[config.mk]
export PLATFORM = sky130hd
export DESIGN_NAME = sram_1p_req_ctrl_flat
export DESIGN_NICKNAME = d
export VERILOG_FILES = /design/src/rtl/sram_1p_req_ctrl_pkg.sv /design/src/rtl/sram_1p_req_ctrl_if.sv /design/src/rtl/sram_1p_req_ctrl_resp_fifo2.sv /design/src/rtl/sram_1p_req_ctrl.sv /design/src/flat_wrapper.sv
export SDC_FILE = /design/constraint.sdc
export NUM_CORES = 1
export LEC_CHECK = 0
export CORE_MARGIN = 1
export CORE_UTILIZATION = 46
export CTS_CLUSTER_SIZE = 14
export DETAILED_ROUTE_END_ITERATION = 10
export PLACE_DENSITY = 0.86
export SYNTH_ARGS = -nofsm -noshare
export SYNTH_HDL_FRONTEND = slang
export SYNTH_SLANG_ARGS = --single-unit
[constraint.sdc]
create_clock -name i_clk -period 10.7 [get_ports i_clk]
set_clock_uncertainty 0.2 [all_clocks]
set_input_delay 1.07 -clock i_clk [delete_from_list [all_inputs] [get_ports i_clk]]
set_output_delay 1.07 -clock i_clk [all_outputs]
set_load 0.02 [all_outputs]
[src/rtl/sram_1p_req_ctrl_pkg.sv]
// Shared types and sizing for the single-port SRAM requester controller.
// Latency: n/a (declarations only).
// Backpressure: n/a (declarations only).
package sram_ctrl_pkg;

    localparam int ADDR_W     = 6;
    localparam int DATA_W     = 66;
    localparam int DEPTH      = 1 << ADDR_W;
    localparam int RESP_DEPTH = 2;

    typedef enum logic {
        ST_INIT = 1'b0,
        ST_RUN  = 1'b1
    } ctrl_state_t;

endpackage

[src/rtl/sram_1p_req_ctrl_if.sv]
// Request, response and SRAM-macro signals of the controller in one bundle.
// Latency: n/a (wiring only).
// Backpressure: req_valid/req_ready and resp_valid/resp_ready handshakes.
interface sram_1p_req_ctrl_if;
    import sram_ctrl_pkg::*;

    logic              req_valid;
    logic              req_ready;
    logic              req_write;
    logic [ADDR_W-1:0] req_addr;
    logic [DATA_W-1:0] req_wdata;

    logic              resp_valid;
    logic              resp_ready;
    logic [DATA_W-1:0] resp_rdata;

    logic              sram_en;
    logic              sram_wen;
    logic [ADDR_W-1:0] sram_addr;
    logic [DATA_W-1:0] sram_wdata;
    logic [DATA_W-1:0] sram_rdata;

    // Environment side: requester, response consumer and the SRAM macro itself.
    modport master (
        output req_valid, req_write, req_addr, req_wdata, resp_ready, sram_rdata,
        input  req_ready, resp_valid, resp_rdata, sram_en, sram_wen, sram_addr, sram_wdata
    );

    // Controller side.
    modport slave (
        input  req_valid, req_write, req_addr, req_wdata, resp_ready, sram_rdata,
        output req_ready, resp_valid, resp_rdata, sram_en, sram_wen, sram_addr, sram_wdata
    );

endinterface

[src/rtl/sram_1p_req_ctrl_resp_fifo2.sv]
// Two-entry response queue holding SRAM read data until the consumer takes it.
// Latency: push visible at the head the cycle after the push edge.
// Backpressure: push ignored when full unless a pop happens in the same cycle.
module resp_fifo2
    import sram_ctrl_pkg::*;
(
    input  logic              i_clk,
    input  logic              i_rst,
    input  logic              i_push,
    input  logic [DATA_W-1:0] i_wdata,
    input  logic              i_pop,
    output logic [DATA_W-1:0] o_rdata,
    output logic              o_full,
    output logic              o_empty,
    output logic [1:0]        o_count
);

    logic [DATA_W-1:0] r_mem [RESP_DEPTH];
    logic              r_wptr;
    logic              r_rptr;
    logic [1:0]        r_count;
    logic              w_do_push;
    logic              w_do_pop;

    assign o_full    = (r_count == 2'd2);
    assign o_empty   = (r_count == 2'd0);
    assign o_count   = r_count;
    assign o_rdata   = r_mem[r_rptr];
    assign w_do_pop  = i_pop && !o_empty;
    assign w_do_push = i_push && (!o_full || w_do_pop);

    // Storage, pointers and occupancy; entries clear on reset so the head reads zero.
    always_ff @(posedge i_clk or posedge i_rst) begin
        if (i_rst) begin
            r_mem[0] <= '0;
            r_mem[1] <= '0;
            r_wptr   <= 1'b0;
            r_rptr   <= 1'b0;
            r_count  <= 2'd0;
        end else begin
            if (w_do_push) begin
                r_mem[r_wptr] <= i_wdata;
                r_wptr        <= ~r_wptr;
            end
            if (w_do_pop) begin
                r_rptr <= ~r_rptr;
            end
            r_count <= r_count + {1'b0, w_do_push} - {1'b0, w_do_pop};
        end
    end

endmodule

[src/rtl/sram_1p_req_ctrl.sv]
// Single-port SRAM requester controller; optional zero-fill sweep under SRAM_CTRL_INIT_EN.
// Latency: write done in the accept cycle; read data on resp 2 cycles after accept.
// Backpressure: reads need a response credit (queue + in-flight < 2); writes never stall in RUN.
module sram_1p_req_ctrl
    import sram_ctrl_pkg::*;
(
    input  logic              i_clk,
    input  logic              i_rst,
    sram_1p_req_ctrl_if.slave bus
);

    ctrl_state_t       r_state;
    ctrl_state_t       w_state_nxt;
    logic              r_rd_pend;
    logic              w_fire;
    logic              w_pop;
    logic              w_rd_credit;
    logic [2:0]        w_occ;
    logic [1:0]        w_count;
    logic              w_full;
    logic              w_empty;
    logic [DATA_W-1:0] w_rdata;
`ifdef SRAM_CTRL_INIT_EN
    logic [ADDR_W-1:0] r_init_cnt;
    logic [ADDR_W-1:0] w_init_cnt_nxt;
`endif

    resp_fifo2 u_resp_fifo (
        .i_clk   (i_clk),
        .i_rst   (i_rst),
        .i_push  (r_rd_pend),
        .i_wdata (bus.sram_rdata),
        .i_pop   (w_pop),
        .o_rdata (w_rdata),
        .o_full  (w_full),
        .o_empty (w_empty),
        .o_count (w_count)
    );

    assign bus.resp_valid = !w_empty;
    assign bus.resp_rdata = w_rdata;
    assign w_pop          = !w_empty && bus.resp_ready;
    // In-flight read counts against the queue; a pop this cycle frees a slot.
    assign w_occ          = {1'b0, w_count} + {2'b0, r_rd_pend};
    assign w_rd_credit    = w_occ < (3'd2 + {2'b0, w_pop});

    // Next state and all SRAM/request outputs; everything is held quiet while reset is high.
    always_comb begin
        w_state_nxt    = r_state;
        w_fire         = 1'b0;
        bus.req_ready  = 1'b0;
        bus.sram_en    = 1'b0;
        bus.sram_wen   = 1'b0;
        bus.sram_addr  = '0;
        bus.sram_wdata = '0;
`ifdef SRAM_CTRL_INIT_EN
        w_init_cnt_nxt = r_init_cnt;
`endif
        if (!i_rst) begin
            case (r_state)
                ST_INIT: begin
`ifdef SRAM_CTRL_INIT_EN
                    bus.sram_en    = 1'b1;
                    bus.sram_wen   = 1'b1;
                    bus.sram_addr  = r_init_cnt;
                    w_init_cnt_nxt = r_init_cnt + {{(ADDR_W-1){1'b0}}, 1'b1};
                    if (r_init_cnt == ADDR_W'(DEPTH - 1)) begin
                        w_state_nxt = ST_RUN;
                    end
`else
                    w_state_nxt = ST_RUN;
`endif
                end
                ST_RUN: begin
                    bus.req_ready  = bus.req_write || w_rd_credit;
                    w_fire         = bus.req_valid && bus.req_ready;
                    bus.sram_en    = w_fire;
                    bus.sram_wen   = w_fire && bus.req_write;
                    bus.sram_addr  = bus.req_addr;
                    bus.sram_wdata = bus.req_wdata;
                end
                default: w_state_nxt = ST_INIT;
            endcase
        end
    end

    // State, sweep counter and the one-deep in-flight read flag.
    always_ff @(posedge i_clk or posedge i_rst) begin
        if (i_rst) begin
`ifdef SRAM_CTRL_INIT_EN
            r_state    <= ST_INIT;
            r_init_cnt <= '0;
`else
            r_state    <= ST_RUN;
`endif
            r_rd_pend  <= 1'b0;
        end else begin
            r_state    <= w_state_nxt;
`ifdef SRAM_CTRL_INIT_EN
            r_init_cnt <= w_init_cnt_nxt;
`endif
            r_rd_pend  <= w_fire && !bus.req_write;
        end
    end

    // Read data returning from the SRAM always finds a free queue slot.
    always @(posedge i_clk) begin
        if (!i_rst && r_rd_pend) begin
            assert (!w_full || w_pop);
        end
    end

endmodule

[src/flat_wrapper.sv]
// flat-port wrapper written by rule: the top's interface ports become plain ports
module sram_1p_req_ctrl_flat import sram_ctrl_pkg::*;
  (i_clk, i_rst, bus_req_valid, bus_req_write, bus_req_addr, bus_req_wdata, bus_resp_ready, bus_sram_rdata, bus_req_ready, bus_resp_valid, bus_resp_rdata, bus_sram_en, bus_sram_wen, bus_sram_addr, bus_sram_wdata);
  sram_1p_req_ctrl_if bus_i ();
  input  logic i_clk;
  input  logic i_rst;
  input wire logic [$bits(bus_i.req_valid)-1:0] bus_req_valid;
  input wire logic [$bits(bus_i.req_write)-1:0] bus_req_write;
  input wire logic [$bits(bus_i.req_addr)-1:0] bus_req_addr;
  input wire logic [$bits(bus_i.req_wdata)-1:0] bus_req_wdata;
  input wire logic [$bits(bus_i.resp_ready)-1:0] bus_resp_ready;
  input wire logic [$bits(bus_i.sram_rdata)-1:0] bus_sram_rdata;
  output wire logic [$bits(bus_i.req_ready)-1:0] bus_req_ready;
  output wire logic [$bits(bus_i.resp_valid)-1:0] bus_resp_valid;
  output wire logic [$bits(bus_i.resp_rdata)-1:0] bus_resp_rdata;
  output wire logic [$bits(bus_i.sram_en)-1:0] bus_sram_en;
  output wire logic [$bits(bus_i.sram_wen)-1:0] bus_sram_wen;
  output wire logic [$bits(bus_i.sram_addr)-1:0] bus_sram_addr;
  output wire logic [$bits(bus_i.sram_wdata)-1:0] bus_sram_wdata;
  assign bus_i.req_valid = bus_req_valid;
  assign bus_i.req_write = bus_req_write;
  assign bus_i.req_addr = bus_req_addr;
  assign bus_i.req_wdata = bus_req_wdata;
  assign bus_i.resp_ready = bus_resp_ready;
  assign bus_i.sram_rdata = bus_sram_rdata;
  assign bus_req_ready = bus_i.req_ready;
  assign bus_resp_valid = bus_i.resp_valid;
  assign bus_resp_rdata = bus_i.resp_rdata;
  assign bus_sram_en = bus_i.sram_en;
  assign bus_sram_wen = bus_i.sram_wen;
  assign bus_sram_addr = bus_i.sram_addr;
  assign bus_sram_wdata = bus_i.sram_wdata;
  sram_1p_req_ctrl u_core (.i_clk(i_clk), .i_rst(i_rst), .bus(bus_i));
endmodule
==> results of run 1 <==
==> layout by cell type, fill, tap and decap left out, types with 4 or more instances in the layout <==
cell type,n
nand2_1,5
clkdlybuf4s50_1,283
buf_4,5
nor2b_1,72
mux2_4,38
dfrtp_1,136
mux2_2,156
xnor2_1,4
inv_1,5
ha_1,4
bufinv_16,7
clkbuf_16,17
==> power breakdown <==
group          leakage, uW  internal [uW]  switching [uW]
clock             0.000334            466             218
combinational      0.00230            841             600
sequential         0.00160            784             170
total              0.00423           2090             989
==> through the flow <==
step                      util (%)  area (um^2)
after floorplan                  -         6640
after global placement        68.4         9570
after detailed placement      68.4         9570
after CTS                     73.4        10300
after global routing          73.4        10300
final                         73.4        10300
==> state kept, by name, summed over array words and instances, names as in the netlist <==
signal and flops:
u_core.u_resp_fifo.r_mem 132, u_core.r_rd_pend 1, u_core.u_resp_fifo.r_rptr 1, u_core.u_resp_fifo.o_count 2
u_core.u_resp_fifo.r_wptr 1
==> routing by layer <==
layer  routed length, um  vias to the layer above  share of wire, %
met2                9890                      176                54
met3                1070                       26               5.8
met5                   0                        -                 0
met4                 514                        0               2.8
met1                6980                     2396                38
li1                    -                     2176                 -
==> worst max-delay path, cell delays in order <==
cell and delay [ns]:
clkdlybuf4s50_1 0.49, o21ai_0 0.21, o211a_1 0.29, nor4bb_1 0.33, clkdlybuf4s50_1 0.72
==> path summary, 6_finish.rpt <==
path | from | endpoint | slack (ns) | cells after the start
setup / recovery | bus_resp_ready | bus_sram_en | 6.31 | 5
hold / removal | u_core.u_resp_fifo.r_wptr | u_core.u_resp_fifo.r_wptr | 0.29 | 1
setup reg to reg | u_core.u_resp_fifo.o_count[1] | u_core.u_resp_fifo.r_mem[20] | 7.64 | 4
hold reg to reg | u_core.u_resp_fifo.r_wptr | u_core.u_resp_fifo.r_wptr | 0.29 | 1
max in group asynchronous | i_rst | u_core.u_resp_fifo.o_count[0] | 7.98 | 4
min in group asynchronous | i_rst | u_core.u_resp_fifo.r_wptr | 0.94 | 3
==> area by class of cell <==
| type | instances | area (um^2) |
|---|---|---|
| flip-flops and latches | 137 | 3430 |
| clock buffers | 20 | 447 |
| clock inverters | 12 | 245 |
| inverters | 6 | 27.5 |
| repair buffers | 289 | 2880 |
| well taps | 180 | 225 |
| multi-input cells | 297 | 3020 |
| fillers | 908 | 3720 |
==> cell families after synthesis <==
| kind of cell | Yosys count | share of synthesized area [%] |
|---|---|---|
| muxes | 194 | 35.1 |
| DFF | 137 | 51.6 |
| and+or+nand+nor | 88 | 8.31 |
| buffers and inverters | 35 | 2.96 |
| AOI/OAI and AO/OA | 7 | 0.754 |
| xor gates and xnor gates | 4 | 0.528 |
| adders and majority gates | 4 | 0.754 |
==> results.py, run 1 <==
metrics = {
    "yosys": {
        "yosysTopAreaCellShare_pct": 51.6,
        "syn_inst": 469,
        "yosysUniqueCellTypes": 25,
        "synthesis.nets": 616,
        "synth_flop_cell": "dfrtp_1",
        "synth-seq-area-share_pct": 51.6,
        "synth.largest_area_cell": "dfrtp_1",
        "synth_commonest_cells": "156 x mux2_2, 137 x dfrtp_1, 72 x nor2b_1",
        "synth_edf_count": 0,
        "post_synth.cell_area_avg_um2": 14.2,
        "yosys_warnings": 0,
        "synth_most_common_cell": "mux2_2",
        "async_flop_share_pct": 100,
        "ys_ff_latch": 137,
        "yosys-top-cells-area": "dfrtp_1 52%, mux2_2 26%, mux2_4 8.6%",
        "syn-cell-area_um2": 6640,
    },
    "timing": {
        "drv_slew": 0,
        "timing.slew.headroom_pct": 24.4,
        "fin_crit_sh_pct": 41.0,
        "worst_hold_slack_ns": 0.294,
        "hold_viol_final": 0,
        "tightest_slew_ns": 1.13,
        "grt_setup_unrepaired": "false",
        "setup-tns-final_ns": 0,
        "finalCriticalPeriod_ns": 4.39,
        "fin_ws_ns": 6.31,
        "fmax_mhz": 228,
        "setup_violations": 0,
    },
    "place": {
        "pre_cts_ws_ns": 6.37,
        "io_buffers": 284,
        "dp_hpwl_um": 13300,
        "gp_congestion": 0.784,
        "placed_cells": 909,
    },
    "drt": {
        "via_per_inst": 5.07,
        "drcViolationCount": 0,
        "via_count": 4774,
        "drt_iter0_markers": 167,
        "routedWlPerCell_um": 19.6,
        "ant_nets": 0,
        "drt-total-wl_um": 18500,
        "drt_first_pass_iters": 4,
    },
    "clock_tree": {
        "hold_buffers": 0,
        "clock_latency_ns": 0.42,
        "cts_buffer_depth": 2,
        "cts_root_buffer": "clkbuf_16",
        "post_cts_buffers": 0,
        "cts_buffers": 17,
        "cts_resized": 0,
        "cts_max_level": 4,
        "cts.sinks": 137,
        "clkTransAtPathRegs_ns": 0.06,
        "cts_tree": "done",
    },
    "worst_setup_path": {
        "arrival_ns": 3.12,
        "critical_path_class": "in -> out",
        "endpoint_kind": "output port",
        "cp.required_ns": 9.43,
        "worstPathMaxFanout": 4,
        "cp-start-kind": "input port",
    },
    "hold_path": {
        "hp-class": "reg -> reg",
    },
    "global_route": {
        "grt_pass1_vias": 5189,
        "grt_busiest_layer": "met2",
        "antenna_found_initial": 0,
        "use_met2_pct": 45.9,
        "grt_pass1_wl_um": 28000,
        "overflow": 0,
        "grtUsageTotal_pct": 25.3,
        "grt_use_met3_pct": 5.90,
        "grt_start_max_net_pins": 80,
        "grt_use_met1_pct": 28.2,
    },
    "power": {
        "leakage_uw": 0.00423,
        "powerDensity_nw_per_um2": 300,
        "power.total_uw": 3080,
        "ir_drop_uv": 144,
    },
    "layout": {
        "areaGrowthSynthToFinish_pct": 54.6,
        "drive_gt1_share_pct": 31.0,
        "nNetsFinal": 895,
        "antenna_cells": 0,
        "finalNonFillerCells": 941,
    },
    "die": {
        "io_pins": 285,
        "initial_utilization_pct": 47.5,
        "die-area_um2": 14900,
        "fp.coreArea_um2": 14000,
        "die_w_um": 122,
        "rows": 43,
        "die_y_um": 122,
    },
    "status": {
        "status": "finished, final reports clean",
    },
    "flow_run": {
        "drv_cap": 0,
    },
}
Power figures use the tool's default switching activity.
==> inputs of run 2 (changes only) <==
- CORE_UTILIZATION: 46 -> 39
- PLACE_DENSITY: 0.86 -> 0.78
- clock period: 10.7 -> 3.95 ns (I/O delays scaled with it)
==> results.py, run 2 (synthesis gave the netlist of run 1 again) <==
metrics = {
    "status": {
        "status": "finished, final reports clean",
    },
    "clock_tree": {
        "post_cts_buffers": 0,
        "cts.sinks": 137,
        "clkTransAtPathRegs_ns": 0.06,
        "cts_tree": "done",
        "hold_buffers": 1,
        "clock_latency_ns": 0.41,
        "cts_resized": 0,
        "cts_buffers": 17,
        "cts_max_level": 4,
        "cts_buffer_depth": 2,
        "cts_root_buffer": "clkbuf_16",
    },
    "layout": {
        "final_cell_mix": "283 x clkdlybuf4s50_1, 156 x mux2_2, 136 x dfrtp_1",
        "largest_reg_flops": 132,
        "fin_area_um2": 10400,
        "nNetsFinal": 898,
        "layout_commonest_cell": "clkdlybuf4s50_1",
        "drive_gt1_share_pct": 31.4,
        "largest_register": "u_core.u_resp_fifo.r_mem",
        "areaGrowthSynthToFinish_pct": 55.9,
        "antenna_cells": 0,
    },
    "timing": {
        "fmax_mhz": 309,
        "setup_violations": 0,
        "timing.slew.headroom_pct": 33.3,
        "fin_crit_sh_pct": 82.0,
        "drv_slew": 0,
        "hold_viol_final": 0,
        "tightest_slew_ns": 1.00,
        "grt_setup_unrepaired": "false",
        "setup-tns-final_ns": 0,
        "finalCriticalPeriod_ns": 3.24,
    },
    "global_route": {
        "grtUsageTotal_pct": 21.4,
        "antenna_found_initial": 0,
        "grt_pass1_vias": 5202,
        "grt_pass1_wl_um": 28700,
        "grt_start_max_net_pins": 77,
        "overflow": 0,
    },
    "place": {
        "gp_congestion": 0.838,
        "dpl_cell_area_um2": 9660,
        "io_buffers": 284,
        "dp_hpwl_um": 13300,
    },
    "drt": {
        "via_count": 4717,
        "via_per_inst": 4.79,
        "drt_first_pass_iters": 4,
        "drt_iter0_markers": 169,
        "drt-total-wl_um": 18100,
        "drcViolationCount": 0,
        "ant_nets": 0,
        "routedWlPerCell_um": 18.4,
    },
    "worst_setup_path": {
        "arrival_ns": 2.65,
        "worstSetupStartpoint": "i_rst",
        "cp-start-kind": "input port",
        "worstPathMaxFanout": 38,
        "endpoint_kind": "output port",
        "cp.required_ns": 3.36,
        "worst_r2r_startpoint": "u_core.u_resp_fifo.o_count[1]",
        "critical_path_class": "in -> out",
    },
    "power": {
        "leakage_uw": 0.00426,
        "ir_drop_uv": 384,
        "powerDensity_nw_per_um2": 802,
    },
    "die": {
        "die_w_um": 132,
        "fp.coreArea_um2": 16600,
        "rows": 47,
        "die-area_um2": 17500,
        "initial_utilization_pct": 40.0,
        "die_y_um": 132,
        "io_pins": 285,
    },
    "hold_path": {
        "hp-class": "reg -> reg",
        "hp-start": "u_core.u_resp_fifo.r_wptr",
    },
    "flow_run": {
        "drv_cap": 0,
    },
}
-- run 2: layout make-up --
class                   count  area (um^2)
fillers                  1262         6230
clock buffers              21          470
inverters                   6         26.3
clock inverters            11          215
well taps                 220          275
flip-flops and latches    137         3430
repair buffers            292         2910
multi-input cells         297         3020
-- run 2: power by group --
part | internal (uW) | switching, uW
combinational | 2300 | 1650
sequential | 2120 | 413
clock | 1240 | 583
total | 5660 | 2650
-- run 2: path summary, 6_finish.rpt --
path	endpoint	slack (ns)	cells past startpoint
min	u_core.u_resp_fifo.r_wptr	0.30	1
max in group asynchronous	u_core.u_resp_fifo.r_mem[109]	1.83	4
max	bus_sram_wen	0.71	5
min reg2reg	u_core.u_resp_fifo.r_wptr	0.30	1
min in group asynchronous	u_core.u_resp_fifo.o_count[0]	0.55	3
max reg2reg	u_core.u_resp_fifo.r_mem[83]	1.51	3
-- run 2: worst max-delay path, stage by stage --
cell and delay, ns:
dlygate4sd3_1 0.52, buf_2 0.54, clkinvlp_4 0.33, and3_2 0.27, clkdlybuf4s50_1 0.58
-- run 2: per-layer routing --
layer / global-route usage (%) / up-vias / routed length [um]
li1: - / 2181 / -
met1: 23.5 / 2308 / 6760
met2: 37.5 / 196 / 9410
met4: 10.1 / 0 / 697
met3: 6.70 / 32 / 1280
met5: 0 / - / 0
-- run 2: through the flow --
| step | power, uW | hold slack, ns | util, % | instances | setup slack, ns |
|---|---|---|---|---|---|
| floorplan | 4850 | 0.252 | - | 469 | 0.0252 |
| detailed placement | 6510 | 0.277 | 58.2 | 951 | 1.10 |
| global placement | 6380 | 0.274 | 58.2 | 951 | 1.12 |
| finish | 8300 | 0.297 | 62.4 | 984 | 0.710 |
| CTS | 8390 | 0.287 | 62.4 | 984 | 0.720 |
| global route | 8720 | 0.310 | 62.4 | 984 | 0.581 |
